$ cat src/rtl/stump_ctrl_seq_pkg.sv
// Shared definitions for the Stump control sequencer: state codes, opcodes
// and branch condition codes.
package stump_ctrl_seq_pkg;

    typedef enum logic [1:0] {
        ST_FETCH   = 2'b00,
        ST_EXECUTE = 2'b01,
        ST_MEMORY  = 2'b10,
        ST_HALT    = 2'b11
    } state_e;

    localparam logic [2:0] OP_ADD  = 3'b000;
    localparam logic [2:0] OP_LDST = 3'b110;
    localparam logic [2:0] OP_BCC  = 3'b111;

    typedef enum logic [3:0] {
        CC_AL = 4'd0,  CC_NV = 4'd1,  CC_HI = 4'd2,  CC_LS = 4'd3,
        CC_CC = 4'd4,  CC_CS = 4'd5,  CC_NE = 4'd6,  CC_EQ = 4'd7,
        CC_VC = 4'd8,  CC_VS = 4'd9,  CC_PL = 4'd10, CC_MI = 4'd11,
        CC_GE = 4'd12, CC_LT = 4'd13, CC_GT = 4'd14, CC_LE = 4'd15
    } cond_e;

endpackage

$ cat src/rtl/stump_ctrl_seq_branch_eval.sv
// Branch condition evaluator: decides whether a Bcc is taken from the
// condition field and the {N,Z,V,C} flags.
module stump_branch_eval
    import stump_ctrl_seq_pkg::*;
(
    input  logic [3:0] cond,
    input  logic [3:0] cc,
    output logic       taken
);

    logic n_flag, z_flag, v_flag, c_flag;

    assign n_flag = cc[3];
    assign z_flag = cc[2];
    assign v_flag = cc[1];
    assign c_flag = cc[0];

    always_comb begin
        taken = 1'b0;
        case (cond_e'(cond))
            CC_AL: taken = 1'b1;
            CC_NV: taken = 1'b0;
            CC_HI: taken = ~(c_flag | z_flag);
            CC_LS: taken = c_flag | z_flag;
            CC_CC: taken = ~c_flag;
            CC_CS: taken = c_flag;
            CC_NE: taken = ~z_flag;
            CC_EQ: taken = z_flag;
            CC_VC: taken = ~v_flag;
            CC_VS: taken = v_flag;
            CC_PL: taken = ~n_flag;
            CC_MI: taken = n_flag;
            CC_GE: taken = v_flag ~^ n_flag;
            CC_LT: taken = v_flag ^ n_flag;
            CC_GT: taken = ~((v_flag ^ n_flag) | z_flag);
            CC_LE: taken = (v_flag ^ n_flag) | z_flag;
            default: taken = 1'b0;
        endcase
    end

endmodule

$ cat src/rtl/stump_ctrl_seq.sv
// Stump control unit: FSM state register, memory wait-state counter with
// bus timeout, halt state and the ir/cc control decoder.
module stump_ctrl_seq
    import stump_ctrl_seq_pkg::*;
#(
    parameter int              IR_W      = 16,
    parameter int              RA_W      = 3,
    parameter int              TMO_W     = 4,
    parameter logic [IR_W-1:0] HALT_INSN = 16'hFFFF
) (
    input  logic            clk,
    input  logic            rst,
    input  logic [IR_W-1:0] ir,
    input  logic [3:0]      cc,
    input  logic            mem_ack,
    output logic [1:0]      state,
    output logic            fetch,
    output logic            execute,
    output logic            memory,
    output logic            ir_load,
    output logic            ext_op,
    output logic            reg_write,
    output logic            opB_mux_sel,
    output logic            cc_en,
    output logic            mem_ren,
    output logic            mem_wen,
    output logic [RA_W-1:0] dest,
    output logic [RA_W-1:0] srcA,
    output logic [RA_W-1:0] srcB,
    output logic [1:0]      shift_op,
    output logic [2:0]      alu_func,
    output logic            bus_err
);

    localparam logic [RA_W-1:0]  PC_REG  = '1;
    localparam logic [TMO_W-1:0] TMO_MAX = '1;

    state_e           state_q, state_d;
    logic [TMO_W-1:0] wait_cnt_q, wait_cnt_d;
    logic             bus_err_q, bus_err_d;

    logic [2:0] opcode;
    logic       type_bit;
    logic       taken;
    logic       timeout;

    assign opcode   = ir[IR_W-1 -: 3];
    assign type_bit = ir[IR_W-4];
    // The terminal-count cycle only times out if the ack does not arrive in it.
    assign timeout  = (wait_cnt_q == TMO_MAX) && !mem_ack;

    stump_branch_eval u_branch_eval (
        .cond  (ir[11:8]),
        .cc    (cc),
        .taken (taken)
    );

    always_ff @(posedge clk) begin
        if (rst) begin
            state_q    <= ST_FETCH;
            wait_cnt_q <= '0;
            bus_err_q  <= 1'b0;
        end else begin
            state_q    <= state_d;
            wait_cnt_q <= wait_cnt_d;
            bus_err_q  <= bus_err_d;
        end
    end

    always_comb begin
        state_d     = state_q;
        wait_cnt_d  = '0;
        bus_err_d   = bus_err_q;
        ir_load     = 1'b0;
        ext_op      = 1'b0;
        reg_write   = 1'b0;
        opB_mux_sel = 1'b0;
        cc_en       = 1'b0;
        mem_ren     = 1'b0;
        mem_wen     = 1'b0;
        dest        = '0;
        srcA        = '0;
        srcB        = '0;
        shift_op    = 2'b00;
        alu_func    = OP_ADD;

        case (state_q)
            ST_FETCH: begin
                mem_ren   = 1'b1;
                srcA      = PC_REG;
                dest      = PC_REG;
                alu_func  = OP_ADD;
                reg_write = mem_ack;
                ir_load   = mem_ack;
                if (mem_ack) begin
                    state_d = ST_EXECUTE;
                end else if (timeout) begin
                    bus_err_d = 1'b1;
                end else begin
                    wait_cnt_d = wait_cnt_q + 1'b1;
                end
            end

            ST_EXECUTE: begin
                if (ir == HALT_INSN) begin
                    state_d = ST_HALT;
                end else begin
                    state_d   = ST_FETCH;
                    dest      = RA_W'(ir[10:8]);
                    srcA      = RA_W'(ir[7:5]);
                    srcB      = RA_W'(ir[4:2]);
                    shift_op  = ir[1:0];
                    alu_func  = opcode;
                    cc_en     = ir[11];
                    reg_write = 1'b1;
                    if (type_bit) begin
                        opB_mux_sel = 1'b1;
                        ext_op      = 1'b1;
                        srcB        = '0;
                        shift_op    = 2'b00;
                    end
                    case (opcode)
                        OP_LDST: begin
                            state_d   = ST_MEMORY;
                            reg_write = 1'b0;
                            cc_en     = 1'b0;
                        end
                        OP_BCC: begin
                            dest        = PC_REG;
                            srcA        = PC_REG;
                            srcB        = '0;
                            shift_op    = 2'b00;
                            ext_op      = 1'b1;
                            opB_mux_sel = 1'b1;
                            cc_en       = 1'b0;
                            reg_write   = taken;
                        end
                        default: ;
                    endcase
                end
            end

            ST_MEMORY: begin
                if (ir[11]) begin
                    mem_wen = 1'b1;
                    srcA    = RA_W'(ir[10:8]);
                end else begin
                    mem_ren   = 1'b1;
                    dest      = RA_W'(ir[10:8]);
                    reg_write = mem_ack;
                end
                if (mem_ack) begin
                    state_d = ST_FETCH;
                end else if (timeout) begin
                    bus_err_d = 1'b1;
                    state_d   = ST_FETCH;
                end else begin
                    wait_cnt_d = wait_cnt_q + 1'b1;
                end
            end

            default: ;
        endcase

        // A reset edge drops any access in flight, so nothing may be written in that cycle.
        if (rst) begin
            reg_write = 1'b0;
            cc_en     = 1'b0;
            mem_ren   = 1'b0;
            mem_wen   = 1'b0;
            ir_load   = 1'b0;
        end
    end

    assign state   = state_q;
    assign fetch   = (state_q == ST_FETCH);
    assign execute = (state_q == ST_EXECUTE);
    assign memory  = (state_q == ST_MEMORY);
    assign bus_err = bus_err_q;

endmodule

$ cat config.mk
export PLATFORM = sky130hd
export DESIGN_NAME = stump_ctrl_seq
export DESIGN_NICKNAME = d
export VERILOG_FILES = /design/src/rtl/stump_ctrl_seq_pkg.sv /design/src/rtl/stump_ctrl_seq_branch_eval.sv /design/src/rtl/stump_ctrl_seq.sv
export SDC_FILE = /design/constraint.sdc
export NUM_CORES = 1
export LEC_CHECK = 0
export BUFFER_PORTS_ARGS = -buffer_cell sky130_fd_sc_hd__buf_2
export CAP_MARGIN = 25
export CELL_PAD_IN_SITES_DETAIL_PLACEMENT = 1
export CELL_PAD_IN_SITES_GLOBAL_PLACEMENT = 1
export CORE_MARGIN = 2
export CORE_UTILIZATION = 27
export DETAILED_ROUTE_END_ITERATION = 6
export GPL_TIMING_DRIVEN = 0
export PLACE_DENSITY_LB_ADDON = 0.1
export SETUP_SLACK_MARGIN = 0.15
export SLEW_MARGIN = 0
export SYNTH_ARGS = -nofsm -noshare
export SYNTH_HDL_FRONTEND = slang
export SYNTH_HIERARCHICAL = 1
export SYNTH_SLANG_ARGS = --single-unit
$ cat constraint.sdc
create_clock -name clk -period 2.06 [get_ports clk]
set_input_delay 0 -clock clk [delete_from_list [all_inputs] [get_ports clk]]
set_output_delay 0 -clock clk [all_outputs]
set_load 0.1 [all_outputs]
**After elaboration in Yosys (flattened, before gate mapping)**

Index checks and enable logic that the tools add are counted.

- Register bits: 7
- Word-level logic and storage cells: 95
- Input port bits: 23

- $add $sub $neg: 1
- Mux-type cells: 46
- Equality and inequality tests: 23
- Bitwise gates (word level): 12
- Reduce and logical (&&, ||, !) cells: 10

Operators with widths:

| operator | count |
|---|---|
| $eq 4x4->1 const B | 9 |
| $mux 3 | 12 |
| $mux 1 | 18 |
| $mux 2 | 9 |
| $pmux 3 s3 | 2 |
| $eq 16x16->1 const B | 1 |
| $eq 4x3->1 const B | 4 |
| $pmux 1 s16 | 1 |
| $eq 4x2->1 const B | 2 |
| $not 1->1 | 8 |
| $eq 3x3->1 const B | 2 |
| $pmux 2 s3 | 1 |
| $reduce_and 3->1 | 2 |
| $add 4x1->4 const B | 1 |
| $eq 4x1->1 const B | 1 |
| $logic_not 4->1 | 1 |
| $pmux 1 s2 | 2 |
| $reduce_or 2->1 | 2 |
| $reduce_or 4->1 | 1 |
| $ne 3x2->1 const B | 1 |
| $pmux 1 s3 | 1 |
| $reduce_bool 3->1 | 1 |
| $eq 2x1->1 const B | 1 |
| $eq 2x2->1 const B | 1 |
| 7 further kinds | 8 |

**Logic depth before layout (Yosys ltp)**

- Word-level depth: 8
- Mapped depth: 7

**By module**

The synthesis kept the hierarchy.

Modules (own cells, without submodules):

| module | cells an instance | times used | area an instance (µm²) |
|---|---|---|---|
| stump_ctrl_seq | 98 | 1 | 695.7 |
| stump_branch_eval | 10 | 1 | 78.8 |

**Worst setup path after synthesis**

No wires, ideal clock.

- Path kind: reg-to-output
- From: register state_q[1] (netlist: state[1])
- To: output port dest[0]
- Data arrival time: 4635 ps
- Path slack: -2575 ps
- Path buffers: 1
- Stages on the path, launching flop included: 6
- Path through: dfxtp_1 ha_1 clkbuf_2 a21oi_1 a21o_1 o21ai_0

- Cells in the longest elaborated chain, start to end: 2

RTL lines:

| item | line | text |
|---|---|---|
| from (decl) | stump_ctrl_seq.sv:38 | `state_e state_q, state_d;` |
| from (signal assigned) | stump_ctrl_seq.sv:64 | `state_q <= state_d;` |
| $eq 2x2->1 | n/a |  |
| via memory | stump_ctrl_seq.sv:19 | `output logic memory,` |
| $pmux 3 s3 | stump_ctrl_seq.sv:87 | `case (state_q)` |
| to (decl) | stump_ctrl_seq.sv:27 | `output logic [RA_W-1:0] dest,` |

The timed path passes the listed nets, and every way through them passes these cells.

**Worst setup path after layout**

- From: register state_q[0] (netlist: state[0])
- To: output port dest[0]

- Cells in the longest elaborated chain, start to end: 2

RTL lines:

| item | line |
|---|---|
| $eq 2x2->1 (tied with other cells) | stump_ctrl_seq.sv:87 |
| $pmux 3 s3 * | stump_ctrl_seq.sv:87 |

Mark *: on every way between the ends. The rest lies on a longest branch, timed or not.

==> results.sh <==
export IMPL_outcome="complete, no violations"
export IMPL_cp_required_ns=2.06
export IMPL_path_clk_slew_ns=0.06
export IMPL_fin_worst_skew_ns=0.00573
export IMPL_crit_family="simple AND/OR/NAND/NOR gates"
export IMPL_root_buffer="clkbuf_4"
export IMPL_crit_arrival_ns=1.84
export IMPL_synthesis_area_sq_um=774
export IMPL_cpMaxStageDelayCell="or3_4"
export IMPL_crit_path_start_kind="flip-flop"
export IMPL_grt_usage=0.174
export IMPL_synthCells=108
export IMPL_place_inst=188
export IMPL_drv_slew=0
export IMPL_drv_cap=0
export IMPL_synth_edff_count=0
export IMPL_ir_drop_mv=0.492
export IMPL_clock_latency_ns=0.26
export IMPL_place_congestion=0.717
export IMPL_hold_depth=3
export IMPL_yosys_warnings=6
export IMPL_worst_slew_pin_slew_ns=0.681
export IMPL_ys_async_sr_fraction=0
export IMPL_holdWs_ns=0.107
export IMPL_synth_area_leader_cell="dfxtp_1"
export IMPL_avgSynthCellArea_sq_um=7.17
export IMPL_num_rows=19
export IMPL_htree_levels=1
export IMPL_path_max_fanout=8
export IMPL_crit_type="reg -> out"
export IMPL_ys_seq_area_frac=0.181
export IMPL_final_nets=190
export IMPL_cts_buffers=3
export IMPL_cts_hold_fix_buffers=0
export IMPL_synth_most_common_cell="nor2_1"
export IMPL_synth_cell_type_count=39
export IMPL_cts_sinks=7
export IMPL_diodes=0
export IMPL_synthFlopType="dfxtp_1"
export IMPL_grt_pass1_wl_mm=4.58
export IMPL_synth_top_cell_area_share=0.181
export IMPL_finalNonFillerCells=192
export IMPL_ys_ff_latch=7
export IMPL_hold_viol=0
export IMPL_yosys_top_cells_count="nor2_1 (19), and2_1 (8), dfxtp_1 (7)"
export IMPL_leakage_nw=0.624
export IMPL_seqCellArea_sq_um=148
export IMPL_dieArea_sq_mm=0.00331
export IMPL_fin_crit_ns=1.84
export IMPL_reg2reg_from="state[0]"
export IMPL_cp_num_buf_inv=1
export IMPL_syn_num_nets=136
export IMPL_pre_cts_ws_ns=-0.0749
export IMPL_route_detailed_drc=0
export IMPL_initial_core_util=0.283
export IMPL_ant_nets=0
export IMPL_core_area_sq_mm=0.00273
export IMPL_final_util=0.519
export IMPL_drt_pass1_iterations=2
export IMPL_port_buffers=49
export IMPL_setup_viol=0
export IMPL_rsz0062_at_grt="true"
export IMPL_fmax_mhz=544
export IMPL_worstHoldPathType="in -> reg"
export IMPL_dieHeight_microns=57.6
export IMPL_slew_headroom=0.542
export IMPL_vias=996
export IMPL_layout_drive_gt1_share=0.602
export IMPL_final_setup_worst_slack_ns=0.221
export IMPL_wl_mm=2.78
export IMPL_fin_crit_sh=0.893
export IMPL_cts_tree="done"
export IMPL_slowest_delay_ns=0.40
export IMPL_die_x_microns=57.6
export IMPL_dp_hpwl_mm=2.31
export IMPL_via_per_inst=5.19
export IMPL_r2r_setup_slack_ns=0.32
export IMPL_io_pins=50
export IMPL_setup_tns_ns=0
export IMPL_wl_per_cell_microns=14.5
export IMPL_antenna_found_initial=0
export IMPL_clk_path_buf_depth=2
export IMPL_grt_max_degree=11
export IMPL_cp_end_kind="output port"
export IMPL_holdCritStartpoint="rst"
export IMPL_crit_path_cell_trace="ha_2 -> nand2b_4 -> or3_4 -> o21ai_4 -> buf_6"
export IMPL_p_per_area_mw_per_mm2=634
export IMPL_overflow=0
export IMPL_hold_end="bus_err"
export IMPL_reg2reg_to="state[1]"
export IMPL_grt_pass1_vias=1013
export IMPL_multi_input_area_sq_um=825
export IMPL_fill_cells=339
export IMPL_worst_r2r_cell_count=6
export IMPL_synth_area_leaders="dfxtp_1 (18%), nor2_1 (9.2%), ha_1 (8.1%)"
export IMPL_area_growth_pct=83.4
export IMPL_first_iter_violations=18
[worst reg2reg max path: stages (launching register included)]
cell and delay, ns:
dfxtp_4 0.39, inv_4 0.05, ha_4 0.15, clkbuf_8 0.15
and2b_2 0.20, a221oi_2 0.31, mux2_2 0.37
[where the power goes]
part           internal [mW]  switching (mW)  leakage (nW)
sequential             0.139         0.00708        0.0582
combinational          0.168           0.455         0.548
clock                 0.0715          0.0602        0.0177
[stage by stage]
step	area, sq um	power [mW]
floorplan	1050	0.656
global placement	1330	0.741
detailed placement	1330	0.749
CTS	1410	0.907
global route	1420	0.944
finish	1420	0.900
[area by class of cell]
type	instances	share of cell area
Multi-Input combinational cell	90	0.581
Sequential cell	7	0.104
Tap cell	31	0.0273
Clock buffer	3	0.0159
Clock inverter	1	0.00352
Buffer	5	0.0441
Inverter	6	0.0176
Timing Repair Buffer	49	0.207
[kinds of logic after synthesis]
group                      Yosys count  synth area share
AOI/OAI and AO/OA                   24             0.210
muxes                                2            0.0339
DFF                                  7             0.181
buffers and inverters               11            0.0824
xor gates and xnor gates             4            0.0452
adders and majority gates            5            0.0808
and+or+nand+nor                     55             0.367
[worst max-delay path by stage]
stage	start	end	cells after the start	slack, ns
CTS	state[1]	opB_mux_sel	7	0.15
global placement	ir[10]	reg_write	9	-0.09
finish	state[0]	dest[0]	5	0.22
detailed placement	ir[10]	reg_write	9	-0.07
global route	ir[10]	reg_write	9	0.09
floorplan	state[0]	state[1]	6	0.02
[cells in the final DEF (no fill, tap or decap), types with 2 or more instances in the layout]
cell / synthesis / routed
a21oi_1: 6 / 4
a21oi_4: 0 / 2
a31oi_1: 4 / 4
and2_2: 0 / 3
and2_4: 0 / 5
and3_1: 2 / 2
buf_2: 0 / 37
buf_4: 1 / 5
buf_6: 1 / 4
clkbuf_4: 0 / 6
clkbuf_8: 1 / 2
dfxtp_1: 7 / 5
dfxtp_4: 0 / 2
ha_4: 0 / 3
inv_1: 6 / 4
nand2_1: 6 / 6
nand3_1: 4 / 4
nand4_1: 3 / 3
nor2_1: 19 / 16
nor2_4: 0 / 3
nor3_2: 0 / 2
o21ai_4: 0 / 3
o32ai_4: 0 / 3
xor2_1: 3 / 3
[routing by layer]
metal	track usage	routed length [microns]
met1	0.215	1120
met2	0.310	1460
met3	0.0181	183
met4	0.0631	6
met5	0	0
[timing repair]
item / 4_1_cts / 5_1_grt
setup endpoints to repair: 12 / 4
setup buffers: 0 / 0
gates resized for setup: 16 / 4
[flip-flops by register name, indices dropped and copies added (netlist names)]
signal      count
bus_err         1
state           2
wait_cnt_q      4
Note: power is estimated with default switching activity, not from simulation.
